===== src/rtl/pipe_hazard_unit.sv =====
// pipe_hazard_unit: load-use interlock, forward select,
// multi-cycle EX hold and branch flush for the MIPS pipe.
module pipe_hazard_unit #(
  parameter int REG_AW     = 5,
  parameter int STAGES     = 3,
  parameter int ALU_READY  = 2,
  parameter int LOAD_READY = 3,
  parameter int MC_CYCLES  = 4,
  parameter int FW         = $clog2(STAGES + 1)
) (
  input  logic              clk,
  input  logic              rst_n,
  input  logic              id_valid,
  input  logic [REG_AW-1:0] id_rs,
  input  logic [REG_AW-1:0] id_rt,
  input  logic              id_use_rs,
  input  logic              id_use_rt,
  input  logic              id_wr_en,
  input  logic [REG_AW-1:0] id_wr_addr,
  input  logic              id_is_load,
  input  logic              id_is_mc,
  input  logic              flush,
  output logic              pc_write,
  output logic              if_id_write,
  output logic              id_ex_bubble,
  output logic              ex_hold,
  output logic              ex_mem_bubble,
  output logic [FW-1:0]     fwd_a,
  output logic [FW-1:0]     fwd_b,
  output logic              mc_busy
);

  localparam int CW =
    (MC_CYCLES > 1) ? $clog2(MC_CYCLES) : 1;

  logic [STAGES:1]   v;
  logic [STAGES:1]   wr;
  logic [STAGES:1]   ld;
  logic [REG_AW-1:0] addr [1:STAGES];
  logic [CW-1:0]     cnt;

  logic [1:0][REG_AW-1:0] src;
  logic [1:0]             use_src;
  logic [1:0]             hz;
  logic [1:0][FW-1:0]     code;
  logic                   stall;
  logic                   load_id;

  assign src     = {id_rt, id_rs};
  assign use_src = {id_use_rt, id_use_rs};
  assign mc_busy = (cnt != '0);
  assign stall   = id_valid & (|hz);
  assign load_id = id_valid & ~flush & ~stall;

  // youngest in-flight producer picks the code or stalls
  always_comb begin
    hz   = '0;
    code = '0;
    for (int o = 0; o < 2; o++) begin
      for (int s = STAGES; s >= 1; s--) begin
        if (use_src[o] && (src[o] != '0) &&
            v[s] && wr[s] && (addr[s] == src[o])) begin
          if (s == STAGES) begin
            hz[o]   = 1'b0;
            code[o] = '0;
          end else if (s + 1 >=
                       (ld[s] ? LOAD_READY : ALU_READY)) begin
            hz[o]   = 1'b0;
            code[o] = FW'(s + 1);
          end else begin
            hz[o]   = 1'b1;
            code[o] = '0;
          end
        end
      end
    end
  end

  // pipe control: mc hold > flush > load-use > run
  always_comb begin
    pc_write      = 1'b1;
    if_id_write   = 1'b1;
    id_ex_bubble  = 1'b0;
    ex_hold       = 1'b0;
    ex_mem_bubble = 1'b0;
    priority case (1'b1)
      mc_busy: begin
        pc_write      = 1'b0;
        if_id_write   = 1'b0;
        ex_hold       = 1'b1;
        ex_mem_bubble = 1'b1;
      end
      flush: begin
        id_ex_bubble = 1'b1;
      end
      stall: begin
        pc_write     = 1'b0;
        if_id_write  = 1'b0;
        id_ex_bubble = 1'b1;
      end
      default: ;
    endcase
  end

  // destination shadow, forward codes, mc counter
  always_ff @(posedge clk or negedge rst_n) begin
    if (!rst_n) begin
      v     <= '0;
      wr    <= '0;
      ld    <= '0;
      cnt   <= '0;
      fwd_a <= '0;
      fwd_b <= '0;
      for (int k = 1; k <= STAGES; k++)
        addr[k] <= '0;
    end else begin
      for (int k = 2; k <= STAGES; k++) begin
        v[k]    <= (mc_busy && k == 2) ? 1'b0 : v[k-1];
        wr[k]   <= wr[k-1];
        ld[k]   <= ld[k-1];
        addr[k] <= addr[k-1];
      end
      if (mc_busy) begin
        cnt <= cnt - CW'(1);
      end else begin
        v[1]    <= load_id;
        wr[1]   <= id_wr_en;
        ld[1]   <= id_is_load;
        addr[1] <= id_wr_addr;
        fwd_a   <= load_id ? code[0] : '0;
        fwd_b   <= load_id ? code[1] : '0;
        cnt     <= (load_id && id_is_mc) ?
                   CW'(MC_CYCLES - 1) : '0;
      end
    end
  end

endmodule


===== config.mk =====
export PLATFORM = sky130hd
export DESIGN_NAME = pipe_hazard_unit
export DESIGN_NICKNAME = d
export VERILOG_FILES = /design/src/rtl/pipe_hazard_unit.sv
export SDC_FILE = /design/constraint.sdc
export NUM_CORES = 1
export LEC_CHECK = 0
export CORE_MARGIN = 2
export CORE_UTILIZATION = 35
export CTS_BUF_LIST = sky130_fd_sc_hd__clkbuf_16
export CTS_CLUSTER_DIAMETER = 80
export CTS_CLUSTER_SIZE = 14
export DETAILED_ROUTE_END_ITERATION = 6
export GPL_ROUTABILITY_DRIVEN = 0
export PLACE_DENSITY = 0.73
export SLEW_MARGIN = 10
export SYNTH_ARGS = -nofsm -noshare
export SYNTH_HDL_FRONTEND = slang
export SYNTH_SLANG_ARGS = --single-unit

===== constraint.sdc =====
create_clock -name clk -period 2.48 [get_ports clk]
set_input_delay 0.248 -clock clk [delete_from_list [all_inputs] [get_ports clk]]
set_output_delay 0.248 -clock clk [all_outputs]
set_load 0.01 [all_outputs]

==> impl_metrics.csv, run 1 <==
group,metric,value,unit
global_routing,grt_first_pass_wirelength,4250,um
routing,antenna_left,0,
logic_synthesis,yosys_register_bits,21,
global_routing,antenna_found_initial,0,
placed_design,place_area,1580,um^2
timing,min_period,2.40,ns
timing,timing.final.ws_setup,0.0766,ns
floorplanning,rows,20,
routing,drc_errors,0,
placed_design,hpwl,2030,um
timing,tns,0,ns
cts,numCtsBuffers,3,
cts,cts_sinks,21,
floorplanning,coreArea,3030,um^2
global_routing,grt_max_degree,22,
critical_path,setup.worst_path.start_class,"primary input",
final_layout,final_area,1660,um^2
critical_path,r2r_slack,0.82,ns
critical_path,cp_max_fo,3,
floorplanning,dieWidth,60.2,um
timing,hold_viol,0,
final_layout,syn_to_final_growth,49.5,%
logic_synthesis,syn-num-nets,135,
timing,finalCritPeriodShare,96.9,%
timing,final_max_slew_viol_count,0,
timing,grt_setup_unrepaired,"false",
final_layout,drive_gt1_share,16.5,%
timing,tightest_slew,0.928,ns
critical_path,endpoint_kind,"primary output",
placed_design,io_buffers,33,
cts,cts_root_buffer,"clkbuf_16",
timing,max_slew_margin,38.0,%
routing,viasPerCell,4.66,
power,power.density,601,nW/um^2
global_routing,grt_pass1_vias,965,
logic_synthesis,ys.warnings.count,0,
final_layout,diodes,0,
timing,fmax,416,MHz
routing,post_drt_wl_per_cell,12.8,um
worst_hold_path,holdCritPathClass,"reg2reg",
routing,dr.pass1.iters,4,
logic_synthesis,synth_area,1110,um^2
power,p_leak,0.686,nW
logic_synthesis,seq_area_frac_synth,47.5,%
critical_path,path_class,"in2out",
critical_path,cp.arrival,2.16,ns
power,power,0.995,mW
run_status,outcome,"complete, no violations",
routing,drt-total-wl,2580,um
final_layout,final_nets,183,
cts,path_clk_slew,0.05,ns
routing,first_iter_violations,14,
placed_design,pre_cts_slack,-0.214,ns
logic_synthesis,synth_area_per_cell,9.98,um^2
floorplanning,die_h,60.2,um
floorplanning,initial_utilization,36.6,%
cts,cts_tree,"yes",
cts,clock_path_buffers,2,
critical_path,worst-endpoint-required,2.23,ns
timing,fin_skew,0.00126,ns
logic_synthesis,synthCells,111,
logic_synthesis,synth_cell_types,27,
floorplanning,pin_count,34,
routing,via_count,941,
cts,htree_levels,1,
global_routing,overflow,0,
power,ir_drop,0.548,mV
cts,clk_latency,0.25,ns
global_routing,grtUsageTotal,15.6,%
job,cap_violations,0,
timing,setup_violations,0,
floorplanning,dieArea,3630,um^2
area by class of cell:
cell class / instances / area [um^2]
multi-input cells: 81 / 537
clock inverters: 1 / 5.00
repair buffers: 48 / 443
well taps: 44 / 55.1
clock buffers: 3 / 75.1
fillers: 258 / 1370
flip-flops and latches: 21 / 526
inverters: 4 / 15.0
placed cells by master (no fill, tap or decap), types with 3 or more instances in the layout:
cell,instances
clkbuf_16,3
nand2_1,27
inv_1,4
dfrtp_1,21
clkdlybuf4s15_1,3
clkdlybuf4s50_1,30
o21ai_1,4
nand4_1,4
or4_1,3
buf_4,15
xnor2_1,18
state kept, by name (all words and copies together), names as in the netlist:
name   count
fwd_b      2
v          2
ld         1
addr      10
fwd_a      2
cnt        2
wr         2
cells in the mapped netlist (all sizes together):
cell type,instances,area share [%]
nor4,2,1.1
a211oi,2,1.4
o21a,1,1.4
and2,1,0.57
nand2,27,9.2
a22o,2,1.6
nor3,2,1.8
o22ai,1,0.57
nand3,2,0.90
a21oi,1,0.45
xor2,2,1.6
or4,4,3.1
o21ai,8,5.0
xnor2,18,14
inv,4,1.4
nand4,4,2.3
and3,1,0.57
a31oi,1,1.9
buf,5,2.7
o211ai,1,0.68
nor2,1,0.34
dfrtp,21,47
final timing paths:
check,start,endpoint,depth (start not counted)
max,id_rs[1],pc_write,7
min,wr[1],wr[2],0
max reg2reg,addr[7],fwd_a[0],5
min reg2reg,wr[1],wr[2],0
max in group asynchronous,rst_n,wr[2],1
min in group asynchronous,rst_n,fwd_a[0],1
what timing repair did:
action,4_1_cts,5_1_grt
setup endpoints to repair,3,3
hold buffers,0,0
setup buffers,0,0
gates resized for setup,3,3
per-layer routing:
| layer | up-vias | routed length (um) | global-route usage [%] |
|---|---|---|---|
| li1 | 469 | - | - |
| met2 | 14 | 1320 | 25.8 |
| met4 | 0 | 32 | 6.35 |
| met1 | 454 | 1160 | 20.1 |
| met3 | 4 | 73 | 2.60 |
| met5 | - | 0 | 0 |
critical path, cell delays in order:
cell             delay (ns)
clkdlybuf4s50_1        0.43
or4_4                  0.56
o21ai_4                0.16
nor3_2                 0.08
o21a_4                 0.23
a31oi_4                0.19
clkdlybuf4s15_1        0.26
per-stage QoR:
stage | instances | hold slack, ns | utilization [%]
2_1_floorplan | 111 | -0.0476 | -
3_3_place_gp | 198 | 0.426 | 52.0
3_5_place_dp | 198 | 0.443 | 52.0
4_1_cts | 202 | 0.452 | 54.5
5_1_grt | 202 | 0.491 | 54.7
6_report | 202 | 0.460 | 54.7
power breakdown:
group / leakage (nW) / internal [mW] / switching, mW / total, mW
registers: 0.264 / 0.384 / 0.0460 / 0.430
clock network: 0.0409 / 0.216 / 0.117 / 0.333
logic: 0.381 / 0.131 / 0.101 / 0.232
kinds of logic after synthesis:
family	share of synthesized area, %
AOI/OAI and AO/OA	12.9
buffers and inverters	4.07
xor gates and xnor gates	15.8
and+or+nand+nor	19.8
DFF	47.5
Note: power is estimated with default switching activity, not from simulation.
==> run 2: changes to the inputs <==
--- a/config.mk
+++ b/config.mk
@@ -6,13 +6,13 @@
 export NUM_CORES = 1
 export LEC_CHECK = 0
 export CORE_MARGIN = 2
-export CORE_UTILIZATION = 35
+export CORE_UTILIZATION = 49
 export CTS_BUF_LIST = sky130_fd_sc_hd__clkbuf_16
 export CTS_CLUSTER_DIAMETER = 80
 export CTS_CLUSTER_SIZE = 14
 export DETAILED_ROUTE_END_ITERATION = 6
 export GPL_ROUTABILITY_DRIVEN = 0
-export PLACE_DENSITY = 0.73
+export PLACE_DENSITY = 0.93
 export SLEW_MARGIN = 10
 export SYNTH_ARGS = -nofsm -noshare
 export SYNTH_HDL_FRONTEND = slang
==> impl_metrics.csv, run 2 (synthesis results as in run 1) <==
group,metric,value,unit
worst_hold_path,holdCritPathClass,"reg2reg",
final_layout,layout_common_cells,"clkdlybuf4s50_1 (30), nand2_1 (27), dfrtp_1 (21)",
cts,postCtsSetupBuffers,0,
cts,cts_sinks,21,
power,power,1.02,mW
final_layout,final_nets,187,
routing,route.met2.wl,1670,um
cts,numCtsBuffers,3,
floorplanning,die_h,51.5,um
worst_hold_path,hold_start,"wr[1]",
final_layout,fillCellCount,148,
critical_path,cp_max_fo,3,
final_layout,diodes,0,
routing,dr.pass1.iters,4,
timing,max_slew_margin,39.7,%
worst_hold_path,holdPathStages,0,
global_routing,grtUsageTotal,27.3,%
routing,drt-total-wl,3200,um
critical_path,cp.arrival,2.10,ns
timing,fin_skew,0.000862,ns
timing,fmax,427,MHz
routing,antenna_left,0,
routing,post_drt_wl_per_cell,16.8,um
final_layout,max_flop_register,"addr",
floorplanning,dieArea,2660,um^2
routing,first_iter_violations,22,
placed_design,io_buffers,33,
run_status,outcome,"complete, no violations",
job,cap_violations,0,
power,power.density,620,nW/um^2
power,ir_drop,0.627,mV
critical_path,r2r_slack,0.74,ns
routing,top_layer_used,"met4",
final_layout,final_common_cell,"clkdlybuf4s50_1",
floorplanning,dieWidth,51.5,um
routing,viasPerCell,5.45,
cts,htree_levels,1,
timing,final_max_slew_viol_count,0,
global_routing,grt_pass1_vias,1050,
cts,cts_tree,"yes",
timing,min_period,2.34,ns
critical_path,reg2reg_from,"addr[8]",
final_layout,drive_gt1_share,20.4,%
critical_path,ff2ff_path_depth,5,
power,p_leak,0.700,nW
critical_path,worst-endpoint-required,2.23,ns
timing,setup_violations,0,
global_routing,antenna_found_initial,0,
cts,path_clk_slew,0.06,ns
critical_path,endpoint_kind,"primary output",
routing,via_count,1036,
floorplanning,initial_utilization,51.0,%
global_routing,overflow,0,
timing,grt_setup_unrepaired,"false",
floorplanning,pin_count,34,
critical_path,rr_endpoint,"fwd_a[0]",
cts,cts_root_buffer,"clkbuf_16",
final_layout,utilization,76.2,%
global_routing,grt_first_pass_wirelength,5290,um
floorplanning,rows,17,
global_routing,grt_max_degree,22,
final_layout,largest_reg_flops,10,
floorplanning,coreArea,2170,um^2
timing,finalCritPeriodShare,94.5,%
cts,clk_latency,0.25,ns
final_layout,syn_to_final_growth,49.3,%
critical_path,crit_path_start,"id_rs[1]",
timing,tightest_slew,0.901,ns
routing,drc_errors,0,
placed_design,hpwl,2260,um
timing,hold_viol,0,
final_layout,layout.area.seq,526,um^2
critical_path,setup.worst_path.start_class,"primary input",
critical_path,crit_end,"if_id_write",
critical_path,path_class,"in2out",
routing,met1_length,1300,um
routing,route.met3.wl,152,um
cts,clock_path_buffers,2,
final_layout,multi_input_comb_area,537,um^2
## run 2: cell types whose count changed in the layout (fill, tap and decap cells not counted), sizes merged
cell,delta
clkdlybuf4s15,-3
clkbuf,+3
clkinv,-1
clkinvlp,+1
buf,+4
## run 2: area by class of cell
cell class | count | share of cell area [%]
Multi-Input combinational cell | 81 | 32.5
Sequential cell | 21 | 31.8
Timing Repair Buffer | 52 | 27.7
Clock buffer | 3 | 4.54
Tap cell | 28 | 2.12
Inverter | 4 | 0.908
Clock inverter | 1 | 0.454
## run 2: metrics by stage
step	instance area, um^2	instances	worst slack, ns	hold slack, ns	TNS [ns]
final	1650	190	0.137	0.461	0
after global routing	1650	190	0.0897	0.492	0
after CTS	1660	190	0.0297	0.460	0
after detailed placement	1590	186	-0.199	0.446	-0.525
after global placement	1590	186	-0.177	0.422	-0.464
after floorplan	1110	111	0.628	-0.0476	0
## run 2: routing by layer
layer,track usage [%],vias to the layer above
met1,35.8,509
met4,4.82,0
li1,-,481
met2,48.5,38
met5,0,-
met3,3.74,8
## run 2: worst min path at each step
stage / endpoint / slack, ns
after floorplan: addr[10] / -0.05
after global placement: wr[2] / 0.42
after detailed placement: wr[2] / 0.45
after global routing: wr[2] / 0.49
final: wr[2] / 0.46
after CTS: wr[2] / 0.46
## run 2: power breakdown
part           internal, mW  leakage, nW  switching (mW)
Clock                 0.218       0.0371           0.127
Sequential            0.384        0.264          0.0517
Combinational         0.132        0.399           0.112
Total                 0.734        0.700           0.291
## run 2: worst max-delay path, cell delays in order
cell and delay, ns:
clkdlybuf4s50_1 0.42, or4_4 0.56, o21ai_4 0.19, nor3_2 0.08, o21a_4 0.24, a31oi_4 0.19
clkbuf_2 0.16
## run 2: what timing repair did
action,4_1_cts,5_1_grt
pin swaps,1,1
resized for setup,3,6
hold buffers,0,0
setup endpoints to repair,3,2
hold endpoints to repair,0,0
